$ cat config.mk
export PLATFORM = sky130hd
export DESIGN_NAME = lae_stream_ctrl_flat
export DESIGN_NICKNAME = d
export VERILOG_FILES = /design/src/rtl/lae_stream_ctrl_if.sv /design/src/rtl/lae_stream_ctrl.sv /design/src/flat_wrapper.sv
export SDC_FILE = /design/constraint.sdc
export NUM_CORES = 1
export LEC_CHECK = 0
export BUFFER_PORTS_ARGS = -buffer_cell sky130_fd_sc_hd__buf_2
export CAP_MARGIN = 10
export CORE_AREA = 2 2 321 323
export DETAILED_ROUTE_END_ITERATION = 12
export DIE_AREA = 0 0 323 325
export GPL_ROUTABILITY_DRIVEN = 0
export GPL_TIMING_DRIVEN = 0
export SYNTH_ARGS = -nofsm -noshare
export SYNTH_HDL_FRONTEND = slang
export SYNTH_SLANG_ARGS = --single-unit
$ cat constraint.sdc
create_clock -name ck -period 6.88 [get_ports ck]
set_clock_uncertainty 0.2 [all_clocks]
set_input_delay 1.032 -clock ck [delete_from_list [all_inputs] [get_ports ck]]
set_output_delay 1.032 -clock ck [all_outputs]
set_load 0.02 [all_outputs]
$ cat src/rtl/lae_stream_ctrl_if.sv
// rtl/lae_stream_ctrl_if.sv - host-side command, data, ciphertext and tag bundle for lae_stream_ctrl
interface lae_stream_ctrl_if #(
    parameter int LEN_W = 8
);
    logic             cmd_valid;
    logic             cmd_ready;
    logic [LEN_W-1:0] cmd_ad_len;
    logic [LEN_W-1:0] cmd_msg_len;
    logic             in_valid;
    logic             in_ready;
    logic [39:0]      in_data;
    logic             ct_valid;
    logic [39:0]      ct_data;
    logic             tag_valid;
    logic [319:0]     tag_data;

    modport master (
        output cmd_valid, cmd_ad_len, cmd_msg_len, in_valid, in_data,
        input  cmd_ready, in_ready, ct_valid, ct_data, tag_valid, tag_data
    );

    modport slave (
        input  cmd_valid, cmd_ad_len, cmd_msg_len, in_valid, in_data,
        output cmd_ready, in_ready, ct_valid, ct_data, tag_valid, tag_data
    );
endinterface

$ cat src/rtl/lae_stream_ctrl.sv
// rtl/lae_stream_ctrl.sv - job sequencer feeding the threshold LAE core and returning ciphertext and tag
module lae_stream_ctrl #(
    parameter int LEN_W = 8
) (
    input  logic        ck,
    input  logic        rst,
    lae_stream_ctrl_if.slave host,
    output logic        busy,
    output logic        err_underrun,
    output logic        err_len,
    output logic        lae_start,
    output logic [9:0]  lae_inp1,
    output logic [9:0]  lae_inp2,
    output logic [9:0]  lae_inp3,
    output logic [9:0]  lae_inp4,
    output logic        lae_Ain,
    output logic        lae_Min,
    output logic        lae_last,
    input  logic        lae_getdata,
    input  logic        lae_outc,
    input  logic        lae_final,
    input  logic [9:0]  lae_c1,
    input  logic [9:0]  lae_c2,
    input  logic [9:0]  lae_c3,
    input  logic [9:0]  lae_c4,
    input  logic [79:0] lae_T1,
    input  logic [79:0] lae_T2,
    input  logic [79:0] lae_T3,
    input  logic [79:0] lae_T4
);
    typedef enum logic [2:0] {
        S_IDLE,
        S_START,
        S_AD,
        S_MSG,
        S_WAIT_TAG
    } state_t;

    state_t           state, state_next;
    logic [LEN_W-1:0] ad_rem, msg_rem;
    logic [LEN_W:0]   fetch_rem;
    logic [39:0]      buf_data;
    logic             full;
    logic             ct_valid_r, tag_valid_r;
    logic [39:0]      ct_data_r;
    logic [319:0]     tag_data_r;

    logic cmd_accept, len_bad, job_accept, consume, load, tag_take;

    assign cmd_accept = (state == S_IDLE) && host.cmd_valid;
    assign len_bad    = cmd_accept && (host.cmd_msg_len == '0);
    assign job_accept = cmd_accept && !len_bad;
    assign consume    = lae_getdata && ((state == S_AD) || (state == S_MSG));
    assign load       = host.in_valid && host.in_ready;
    assign tag_take   = (state == S_WAIT_TAG) && lae_final;

    always_ff @(posedge ck) begin
        if (rst) state <= S_IDLE;
        else     state <= state_next;
    end

    always_comb begin
        state_next = state;
        case (state)
            S_IDLE:     if (job_accept) state_next = S_START;
            S_START:    state_next = (ad_rem != '0) ? S_AD : S_MSG;
            S_AD:       if (consume && ad_rem == LEN_W'(1)) state_next = S_MSG;
            S_MSG:      if (consume && msg_rem == LEN_W'(1)) state_next = S_WAIT_TAG;
            S_WAIT_TAG: if (lae_final) state_next = S_IDLE;
            default:    state_next = S_IDLE;
        endcase
    end

    always_ff @(posedge ck) begin
        if (rst) begin
            ad_rem       <= '0;
            msg_rem      <= '0;
            fetch_rem    <= '0;
            buf_data     <= '0;
            full         <= 1'b0;
            err_underrun <= 1'b0;
            err_len      <= 1'b0;
            ct_valid_r   <= 1'b0;
            ct_data_r    <= '0;
            tag_valid_r  <= 1'b0;
            tag_data_r   <= '0;
        end else begin
            err_len     <= len_bad;
            ct_valid_r  <= lae_outc;
            ct_data_r   <= {lae_c4, lae_c3, lae_c2, lae_c1};
            tag_valid_r <= tag_take;
            if (tag_take) tag_data_r <= {lae_T4, lae_T3, lae_T2, lae_T1};

            if (job_accept) begin
                ad_rem       <= host.cmd_ad_len;
                msg_rem      <= host.cmd_msg_len;
                fetch_rem    <= {1'b0, host.cmd_ad_len} + {1'b0, host.cmd_msg_len};
                full         <= 1'b0;
                err_underrun <= 1'b0;
            end else begin
                // A load can coincide only with an underrun consume; the new word must survive it.
                if (load) begin
                    buf_data  <= host.in_data;
                    full      <= 1'b1;
                    fetch_rem <= fetch_rem - (LEN_W + 1)'(1);
                end else if (consume) begin
                    full <= 1'b0;
                end
                if (consume) begin
                    if (!full) err_underrun <= 1'b1;
                    if (state == S_AD) ad_rem  <= ad_rem - LEN_W'(1);
                    else               msg_rem <= msg_rem - LEN_W'(1);
                end
            end
        end
    end

    assign host.cmd_ready = (state == S_IDLE);
    assign host.in_ready  = !full && (fetch_rem != '0) &&
                            ((state == S_START) || (state == S_AD) || (state == S_MSG));
    assign host.ct_valid  = ct_valid_r;
    assign host.ct_data   = ct_data_r;
    assign host.tag_valid = tag_valid_r;
    assign host.tag_data  = tag_data_r;

    assign busy      = (state != S_IDLE);
    assign lae_start = (state == S_START);
    assign lae_Ain   = (state == S_AD);
    assign lae_Min   = (state == S_MSG);
    assign lae_last  = (state == S_MSG) && (msg_rem == LEN_W'(1));

    // An empty buffer presents zeros so an underrun word is deterministic.
    assign lae_inp1 = full ? buf_data[9:0]   : 10'd0;
    assign lae_inp2 = full ? buf_data[19:10] : 10'd0;
    assign lae_inp3 = full ? buf_data[29:20] : 10'd0;
    assign lae_inp4 = full ? buf_data[39:30] : 10'd0;
endmodule

$ cat src/flat_wrapper.sv
// flat-port wrapper written by rule: the top's interface ports become plain ports
module lae_stream_ctrl_flat 
#(
    parameter int LEN_W = 8
)
  (ck, rst, busy, err_underrun, err_len, lae_start, lae_inp1, lae_inp2, lae_inp3, lae_inp4, lae_Ain, lae_Min, lae_last, lae_getdata, lae_outc, lae_final, lae_c1, lae_c2, lae_c3, lae_c4, lae_T1, lae_T2, lae_T3, lae_T4, host_cmd_valid, host_cmd_ad_len, host_cmd_msg_len, host_in_valid, host_in_data, host_cmd_ready, host_in_ready, host_ct_valid, host_ct_data, host_tag_valid, host_tag_data);
  lae_stream_ctrl_if #(.LEN_W(LEN_W)) host_i ();
  input  logic ck;
  input  logic rst;
  output logic busy;
  output logic err_underrun;
  output logic err_len;
  output logic lae_start;
  output logic [9:0] lae_inp1;
  output logic [9:0] lae_inp2;
  output logic [9:0] lae_inp3;
  output logic [9:0] lae_inp4;
  output logic lae_Ain;
  output logic lae_Min;
  output logic lae_last;
  input  logic lae_getdata;
  input  logic lae_outc;
  input  logic lae_final;
  input  logic [9:0] lae_c1;
  input  logic [9:0] lae_c2;
  input  logic [9:0] lae_c3;
  input  logic [9:0] lae_c4;
  input  logic [79:0] lae_T1;
  input  logic [79:0] lae_T2;
  input  logic [79:0] lae_T3;
  input  logic [79:0] lae_T4;
  input wire logic [$bits(host_i.cmd_valid)-1:0] host_cmd_valid;
  input wire logic [$bits(host_i.cmd_ad_len)-1:0] host_cmd_ad_len;
  input wire logic [$bits(host_i.cmd_msg_len)-1:0] host_cmd_msg_len;
  input wire logic [$bits(host_i.in_valid)-1:0] host_in_valid;
  input wire logic [$bits(host_i.in_data)-1:0] host_in_data;
  output wire logic [$bits(host_i.cmd_ready)-1:0] host_cmd_ready;
  output wire logic [$bits(host_i.in_ready)-1:0] host_in_ready;
  output wire logic [$bits(host_i.ct_valid)-1:0] host_ct_valid;
  output wire logic [$bits(host_i.ct_data)-1:0] host_ct_data;
  output wire logic [$bits(host_i.tag_valid)-1:0] host_tag_valid;
  output wire logic [$bits(host_i.tag_data)-1:0] host_tag_data;
  assign host_i.cmd_valid = host_cmd_valid;
  assign host_i.cmd_ad_len = host_cmd_ad_len;
  assign host_i.cmd_msg_len = host_cmd_msg_len;
  assign host_i.in_valid = host_in_valid;
  assign host_i.in_data = host_in_data;
  assign host_cmd_ready = host_i.cmd_ready;
  assign host_in_ready = host_i.in_ready;
  assign host_ct_valid = host_i.ct_valid;
  assign host_ct_data = host_i.ct_data;
  assign host_tag_valid = host_i.tag_valid;
  assign host_tag_data = host_i.tag_data;
  lae_stream_ctrl #(.LEN_W(LEN_W)) u_core (.ck(ck), .rst(rst), .host(host_i), .busy(busy), .err_underrun(err_underrun), .err_len(err_len), .lae_start(lae_start), .lae_inp1(lae_inp1), .lae_inp2(lae_inp2), .lae_inp3(lae_inp3), .lae_inp4(lae_inp4), .lae_Ain(lae_Ain), .lae_Min(lae_Min), .lae_last(lae_last), .lae_getdata(lae_getdata), .lae_outc(lae_outc), .lae_final(lae_final), .lae_c1(lae_c1), .lae_c2(lae_c2), .lae_c3(lae_c3), .lae_c4(lae_c4), .lae_T1(lae_T1), .lae_T2(lae_T2), .lae_T3(lae_T3), .lae_T4(lae_T4));
endmodule
* After elaboration in Yosys (flattened, before gate mapping)
Cells that the tools add are included.
Widths: inputs -> output; s select.
** Word-level totals
- Bits in registers :: 433
- Bits in latches :: 0
- RAM bits :: 0
- ROM bits :: 0
- Bits of input ports :: 423
- Output and inout port bits :: 411
- Word-level logic and storage cells :: 80
- Memories :: 0
** Operators by class
- $add $sub $neg :: 4
- $mul :: 0
- Div/mod/pow operators :: 0
- Magnitude comparators :: 0
- Equal/unequal tests :: 11
- Shift operators :: 0
- Multiplexer cells :: 20
- Bitwise gates (word level) :: 2
- Reductions and logical operators :: 31
** Operators with widths (number)
- $mux 8 :: 6
- $mux 10 :: 4
- $mux 9 :: 2
- $eq 8x1->1 const B :: 2
- $sub 8x1->8 const B :: 2
- $pmux 3 s5 :: 1
- $mux 3 :: 4
- $logic_and 1x1->1 :: 11
- $add 8x8->9 :: 1
- $reduce_bool 9->1 :: 1
- $sub 9x1->9 const B :: 1
- $logic_not 8->1 :: 1
- $ne 2x1->1 const B :: 4
- $reduce_and 2->1 :: 4
- $reduce_bool 2->1 :: 4
- $reduce_bool 8->1 :: 1
- $eq 3x2->1 const B :: 2
- $reduce_and 4->1 :: 1
- $eq 3x1->1 const B :: 1
- $eq 3x3->1 const B :: 1
- $logic_not 3->1 :: 1
- $logic_or 1x1->1 :: 3
- $mux 1 :: 3
- $reduce_bool 3->1 :: 1
- 4 further kinds :: 6

* Longest topological paths before layout
Gate-level depths: netlist of the first run.
- Depth after elaboration :: 7
- Mapped depth :: 9
- Depth with buffers taken out :: 8

* Worst setup path before layout of the first run
Ideal clock, no wire load.
- Kind :: register to output
- Start :: register u_core.fetch_rem[0]
- End :: output port host_in_ready
- Data arrival time :: 1.729 ns
- Required time :: 5.648 ns
- Slack :: 3.919 ns
- Cell stages (with the launch flop) :: 7
- Path buffers :: 1
- Path through :: dfxtp_1 -> inv_1 -> ha_1 -> or3b_1 -> buf_2 -> or4_4 -> and3_1
** Between the ends
- Longest elaborated chain between the ends :: 3
** RTL lines
- from (decl) :: line lae_stream_ctrl.sv:41 : logic [LEN_W:0] fetch_rem;
- from (signal assigned) :: line lae_stream_ctrl.sv:97 : fetch_rem <= {1'b0, host.cmd_ad_len} + {1'b0, host.cmd_msg_len};
- from (signal assigned) :: line lae_stream_ctrl.sv:105 : fetch_rem <= fetch_rem - (LEN_W + 1)'(1);
- $reduce_bool 9->1 :: line lae_stream_ctrl.sv:119 : assign host.in_ready = !full && (fetch_rem != '0) &&
- $logic_and 1x1->1 (2 in series) :: line lae_stream_ctrl.sv:119
- to (decl) :: line flat_wrapper.sv:38 : output wire logic [$bits(host_i.in_ready)-1:0] host_in_ready;
Every way passes these cells.

* Final worst setup path of the first run
Same ends and word-level chain as after synthesis.

==> run_results.csv, run 1 <==
group,metric,value,unit
worst_setup_path,critPathMaxStageDelay,490,ps
worst_setup_path,crit_path_frequent_cell,"buf_2",
synth,ys_seq_area_share,53.9,%
sta,period_share,55.6,%
synth,yosys_warnings,0,
status,status,"completed",
power_and_ir_drop,p_per_area,279,mW/mm²
power_and_ir_drop,p_clk_share,42.0,%
clock_tree,clk-insertion-delay-late,630,ps
worst_setup_path,worst_setup_path_start_kind,"flop",
synth,yosysUniqueCellTypes,63,
synth,synth-seq-cells,433,
clock_tree,root_buffer,"clkbuf_16",
worst_setup_path,path_max_fanout,7,
worst_setup_path,cp_top_family,"simple AND/OR/NAND/NOR gates",
synth,postSynthCellCount,1958,
sta,fin_crit,3820,ps
drt,drt-vias-per-instance,3.96,
sta,finalHoldViolCount,0,
sta,maxSlewViolCount,0,
worst_setup_path,critical_path_arrival,2590,ps
power_and_ir_drop,power_switching,1920,µW
drt,vias,16900,
sta,holdWs,251,ps
power_and_ir_drop,total_leakage_power,0.0101,µW
floorplanning,die_area,0.105,mm²
sta,worst_pin_slew,1040,ps
placed_design,dpl.hpwl,68.7,mm
clock_tree,post-cts-setup-buffers,0,
cells_and_area,synthToLayoutAreaGrowth,47.5,%
drt,ant_nets,0,
worst_setup_path,cp.required,5650,ps
power_and_ir_drop,power.internal,4690,µW
worst_setup_path,critPathSlowestCell,"or4_4",
drt,routed_wl,82.6,mm
clock_tree,cts_tree,"yes",
power_and_ir_drop,power_frac_comb,16.7,%
synth,syn_avg_cell_area,8.21,µm²
grt,grt_overflow,0,
floorplanning,rows,117,
floorplanning,core,0.101,mm²
synth,netlist_area,0.0161,mm²
drt,drt-initial-drc-count,942,
power_and_ir_drop,max-vdd-ir-drop,0.241,mV
power_and_ir_drop,swShare,29.1,%
power_and_ir_drop,p_total,6610,µW
placed_design,dp_cells,4160,
job,cap_violations,0,
synth,synthesis.nets,2396,
grt,grt_pass1_vias,16300,
grt,grt_pass1_wl,113,mm
sta,setup_tns,0,ps
floorplanning,die_x,323,µm
clock_tree,ctsHoldBuffers,0,
clock_tree,clkSinkCount,433,
synth,async_reset_ff_share,0,%
worst_setup_path,path_class,"reg2out",
cells_and_area,fin_nets,3283,
sta,clock.fmax,262,MHz
synth,synth_edf_count,0,
floorplanning,ios,834,
sta,setup_violations,0,
worst_hold_path,hold_path_class,"reg2reg",
placed_design,port_buffers,832,
drt,dr.pass1.iters,5,
cells_and_area,layout-drive-gt1-share,36.4,%
synth,dominantRegCellSynth,"dfxtp_1",
clock_tree,cts_buffers,51,
drt,wire_per_inst,19.4,µm
floorplanning,initial_core_util,15.9,%
sta,grt_setup_unrepaired,"no",
worst_setup_path,worst-path-buf-inv,3,
cells_and_area,layout_commonest_cell,"buf_2",
worst_setup_path,worstPathCellList,"inv_1, ha_1, or3b_1, buf_2, or4_4, and3_1, buf_2",
grt,antenna_found_initial,36,
clock_tree,clk_pin_slew,60,ps
grt,grt_max_degree,15,
worst_setup_path,cp-end-kind,"output port",
clock_tree,ctsResizeCount,0,
drt,drc,0,
sta,relSlewSlack,30.8,%
clock_tree,cts.htree.levels,2,
cells_and_area,mostFrequentLayoutCells,"buf_2 (870), nand2_1 (695), dfxtp_1 (433), a21oi_1 (342), clkbuf_1 (108)",
power_and_ir_drop,p_seq_share,41.3,%
grt,grt_usage,14.9,%
clock_tree,cts.path.max_buffers,3,
cells_and_area,finalNonFillerCells,4257,
floorplanning,die_h,325,µm
## power groups by stage
stage / logic, µW / registers (µW) / clock network (µW)
CTS: 1100 / 2730 / 2860
global placement: 1080 / 2780 / 0
detailed placement: 1090 / 2780 / 0
floorplan: 689 / 2770 / 0
finish: 1100 / 2730 / 2770
global route: 1210 / 2740 / 2960
## metal layers
| layer | up-vias | GRT usage, % | wire length [µm] |
|---|---|---|---|
| met5 | - | 0 | 103 |
| li1 | 8165 | - | - |
| met2 | 701 | 25.7 | 39700 |
| met3 | 152 | 5.37 | 8130 |
| met1 | 7815 | 16.5 | 31400 |
| met4 | 18 | 6.16 | 3250 |
## area by class of cell
| cell class | instances | area, µm² |
|---|---|---|
| sequential | 433 | 8670 |
| inverter | 15 | 56.3 |
| tap | 1368 | 1710 |
| buffer | 141 | 653 |
| antenna | 6 | 15.0 |
| clock buffer | 76 | 1500 |
| multi-input combinational | 1369 | 6690 |
| clock inverter | 15 | 206 |
| timing repair buffer | 834 | 4190 |
| fill | 11400 | 77600 |
## logic make-up after synthesis
kind of cell | count (synthesis) | synth area share, %
flip-flops | 433 | 53.9
AND/OR/NAND/NOR | 909 | 24.5
adder cells (fa/ha/maj) | 15 | 1.21
multiplexers | 1 | 0.0701
buffers and inverters | 156 | 4.41
XOR/XNOR | 9 | 0.491
AO/OA/AOI/OAI | 435 | 15.4
## stage by stage
step	setup slack, ps	utilization, %	area (µm²)
after CTS	3020	23.4	23700
after detailed placement	3270	21.7	22000
after global placement	2900	21.7	21900
after floorplan	3920	-	16100
after global routing	2930	23.4	23700
final	3060	23.4	23700
## state kept, by name, indices dropped and copies added, names as in the netlist, 3 cells and up
register and cells:
u_core.fetch_rem 9, u_core.host.tag_data 320, u_core.buf_data 40, u_core.state 3, u_core.ad_rem 8, u_core.host.ct_data 40, u_core.msg_rem 8
## tightest hold or removal path: cells and delay by family (launching register included)
| kind | cells | cell delay [ps] |
|---|---|---|
| AND/OR/NAND/NOR | 1 | 50 |
| flip-flops | 1 | 300 |
| AO/OA/AOI/OAI | 1 | 50 |
## Yosys cell counts (2+ instances only)
cell type  number  area share [%]
nand2_1       695              16
dfxtp_1       433              54
a21oi_1       342              11
clkbuf_1       95             2.2
nor2b_1        44             1.7
and2_1         41             1.6
a21oi_2        40             2.2
nand2_2        40             1.6
buf_2          38             1.2
nor2_1         29            0.68
inv_1          15            0.35
ha_1           14             1.1
nor3_1         14            0.44
nand3_1         8            0.25
o21ai_0         8            0.25
a211oi_1        7            0.33
a31oi_1         7            0.27
nor4_1          7            0.27
xor2_1          7            0.38
nand2b_1        5            0.19
buf_12          4            0.50
o21a_1          4            0.19
o21ai_1         4            0.12
a2111oi_1       3            0.19
and3_1          3            0.12
buf_4           3            0.14
nor3b_1         3            0.14
nor4_2          3            0.23
a221o_1         2            0.12
a221oi_1        2            0.11
nand4b_1        2            0.11
o41ai_1         2            0.11
or2_2           2           0.078
or3_1           2           0.078
xnor2_1         2            0.11
## final timing paths
path,start,endpoint,slack [ps],depth (start not counted)
max reg2reg,u_core.state[2],u_core.host.tag_data[255],3940,7
min,u_core.host.tag_data[90],u_core.host.tag_data[90],250,2
max,u_core.fetch_rem[0],host_in_ready,3060,7
min reg2reg,u_core.host.tag_data[90],u_core.host.tag_data[90],250,2
Power figures use the tool's default switching activity.
==> run 2: changes to the inputs <==
==> constraint.sdc (replaced) <==
create_clock -name ck -period 3.4 [get_ports ck]
set_clock_uncertainty 0.2 [all_clocks]
set_input_delay 0.51 -clock ck [delete_from_list [all_inputs] [get_ports ck]]
set_output_delay 0.51 -clock ck [all_outputs]
set_load 0.02 [all_outputs]
==> run 2 against run 1 <==
Non-clock buffer count is 403 higher. Sequential share of layout area is 5.3 points lower. Sequential power is 100% higher. Combinational power is 140% higher. Highest routed layer unchanged.
==> run_results.csv, run 2 (synthesized netlist as in run 1, its figures left out) <==
group,metric,value,unit
status,status,"completed",
sta,relSlewSlack,29.1,%
drt,drt-vias-per-instance,4.02,
cells_and_area,mostFrequentLayoutCells,"buf_2 (869), nand2_1 (695), dfxtp_1 (433), dlygate4sd3_1 (401), a21oi_1 (342)",
sta,setup_violations,0,
worst_setup_path,regToRegSetupSlack,380,ps
floorplanning,ios,834,
cells_and_area,fin_nets,3686,
clock_tree,cts.htree.levels,2,
sta,worst_pin_slew,1060,ps
worst_setup_path,worst_setup_path_start_kind,"flop",
cells_and_area,finalNonFillerCells,4669,
clock_tree,clk-insertion-delay-late,630,ps
placed_design,port_buffers,832,
job,cap_violations,0,
power_and_ir_drop,p_seq_share,40.1,%
worst_setup_path,r2r-end,"u_core.host.tag_data[308]",
drt,drc,0,
sta,grt_setup_unrepaired,"no",
clock_tree,root_buffer,"clkbuf_16",
drt,wire_per_inst,18.9,µm
grt,grt_overflow,0,
worst_setup_path,critical_path_arrival,2560,ps
drt,vias,18800,
power_and_ir_drop,total_leakage_power,0.0118,µW
power_and_ir_drop,p_per_area,497,mW/mm²
sta,clock.fmax,305,MHz
floorplanning,die_h,325,µm
worst_hold_path,min_from,"lae_T3[16]",
worst_setup_path,reg2reg_depth,6,
sta,setup_tns,0,ps
power_and_ir_drop,swShare,28.9,%
floorplanning,core,0.101,mm²
clock_tree,clk_pin_slew,60,ps
placed_design,dpl.hpwl,68.7,mm
power_and_ir_drop,p_clk_share,40.7,%
power_and_ir_drop,power_switching,3990,µW
floorplanning,initial_core_util,15.9,%
cells_and_area,largest_reg_flops,320,
power_and_ir_drop,power_frac_comb,19.2,%
power_and_ir_drop,max-vdd-ir-drop,0.487,mV
sta,fin_crit,3270,ps
clock_tree,cts.path.max_buffers,3,
worst_setup_path,cp-end-kind,"output port",
floorplanning,rows,117,
grt,grt_max_degree,15,
placed_design,dp_cells,4160,
cells_and_area,layout-drive-gt1-share,32.0,%
clock_tree,cts_tree,"yes",
clock_tree,clkSinkCount,433,
drt,drt-initial-drc-count,1118,
cells_and_area,layout_commonest_cell,"buf_2",
grt,grt_pass1_vias,18700,
power_and_ir_drop,power.internal,9810,µW
clock_tree,cts_buffers,51,
worst_setup_path,cp.required,2690,ps
worst_setup_path,reg2reg_from,"u_core.state[2]",
drt,ant_nets,0,
drt,routed_wl,88.1,mm
grt,antenna_found_initial,29,
floorplanning,die_area,0.105,mm²
grt,grt_usage,15.9,%
cells_and_area,synthToLayoutAreaGrowth,72.7,%
sta,finalHoldViolCount,0,
sta,period_share,96.3,%
drt,dr.pass1.iters,5,
worst_setup_path,path_class,"reg2out",
worst_setup_path,crit_start,"u_core.fetch_rem[0]",
sta,holdWs,27.9,ps
grt,grt_pass1_wl,122,mm
sta,maxSlewViolCount,0,
worst_setup_path,path_max_fanout,7,
worst_hold_path,hold_path_class,"in2reg",
worst_setup_path,endpoint,"host_in_ready",
floorplanning,die_x,323,µm
[run 2: per-stage QoR]
| stage | area, µm² | setup slack (ps) | total power, µW | utilization [%] |
|---|---|---|---|---|
| 2_1_floorplan | 16100 | 961 | 7000 | - |
| 3_3_place_gp | 21900 | -53.8 | 7810 | 21.7 |
| 3_5_place_dp | 22000 | 291 | 7840 | 21.7 |
| 4_1_cts | 27700 | 57.0 | 13900 | 27.3 |
| 5_1_grt | 27700 | 14.1 | 14400 | 27.4 |
| 6_report | 27800 | 126 | 13800 | 27.4 |
[run 2: area by class of cell]
class | count | area, µm²
Antenna cell | 15 | 37.5
Buffer | 141 | 653
Clock buffer | 76 | 1500
Clock inverter | 15 | 206
Fill cell | 10900 | 73500
Inverter | 15 | 56.3
Multi-Input combinational cell | 1369 | 6700
Sequential cell | 433 | 8670
Tap cell | 1368 | 1710
Timing Repair Buffer | 1237 | 8230
[run 2: power by group through the flow]
| stage | registers (µW) | clock network (µW) | logic (µW) |
|---|---|---|---|
| final | 5530 | 5620 | 2660 |
| after global routing | 5550 | 5970 | 2890 |
| after CTS | 5520 | 5790 | 2610 |
| after detailed placement | 5630 | 0 | 2210 |
| after global placement | 5630 | 0 | 2190 |
| after floorplan | 5600 | 0 | 1390 |
[run 2: worst min-delay path by stage]
stage | to | slack, ps | cells after the start
6_report | u_core.host.tag_data[176] | 30 | 3
3_3_place_gp | u_core.host.tag_data[154] | 240 | 2
2_1_floorplan | u_core.buf_data[0] | 240 | 2
3_5_place_dp | u_core.host.tag_data[181] | 240 | 2
4_1_cts | u_core.host.ct_data[21] | 2 | 2
5_1_grt | u_core.host.ct_data[21] | 20 | 2
[run 2: timing repair]
| action | in CTS | in global routing |
|---|---|---|
| setup endpoints to repair | 0 | 1 |
| endpoints found under the hold margin | 401 | 0 |
| hold buffers | 401 | 0 |
| gates resized for setup | 0 | 4 |
| buffers inserted | 0 | 2 |
[run 2: critical path: stages (launching register included)]
cell	delay, ps
dfxtp_1	320
inv_2	70
ha_2	170
or3b_1	340
buf_2	170
or4_4	500
and3_1	180
buf_4	170
[run 2: layer usage]
layer | share of wire (%) | GRT usage, %
met5 | 0.037 | 0
met3 | 9.5 | 5.53
met1 | 38 | 17.2
met2 | 48 | 27.0
met4 | 5.2 | 8.45
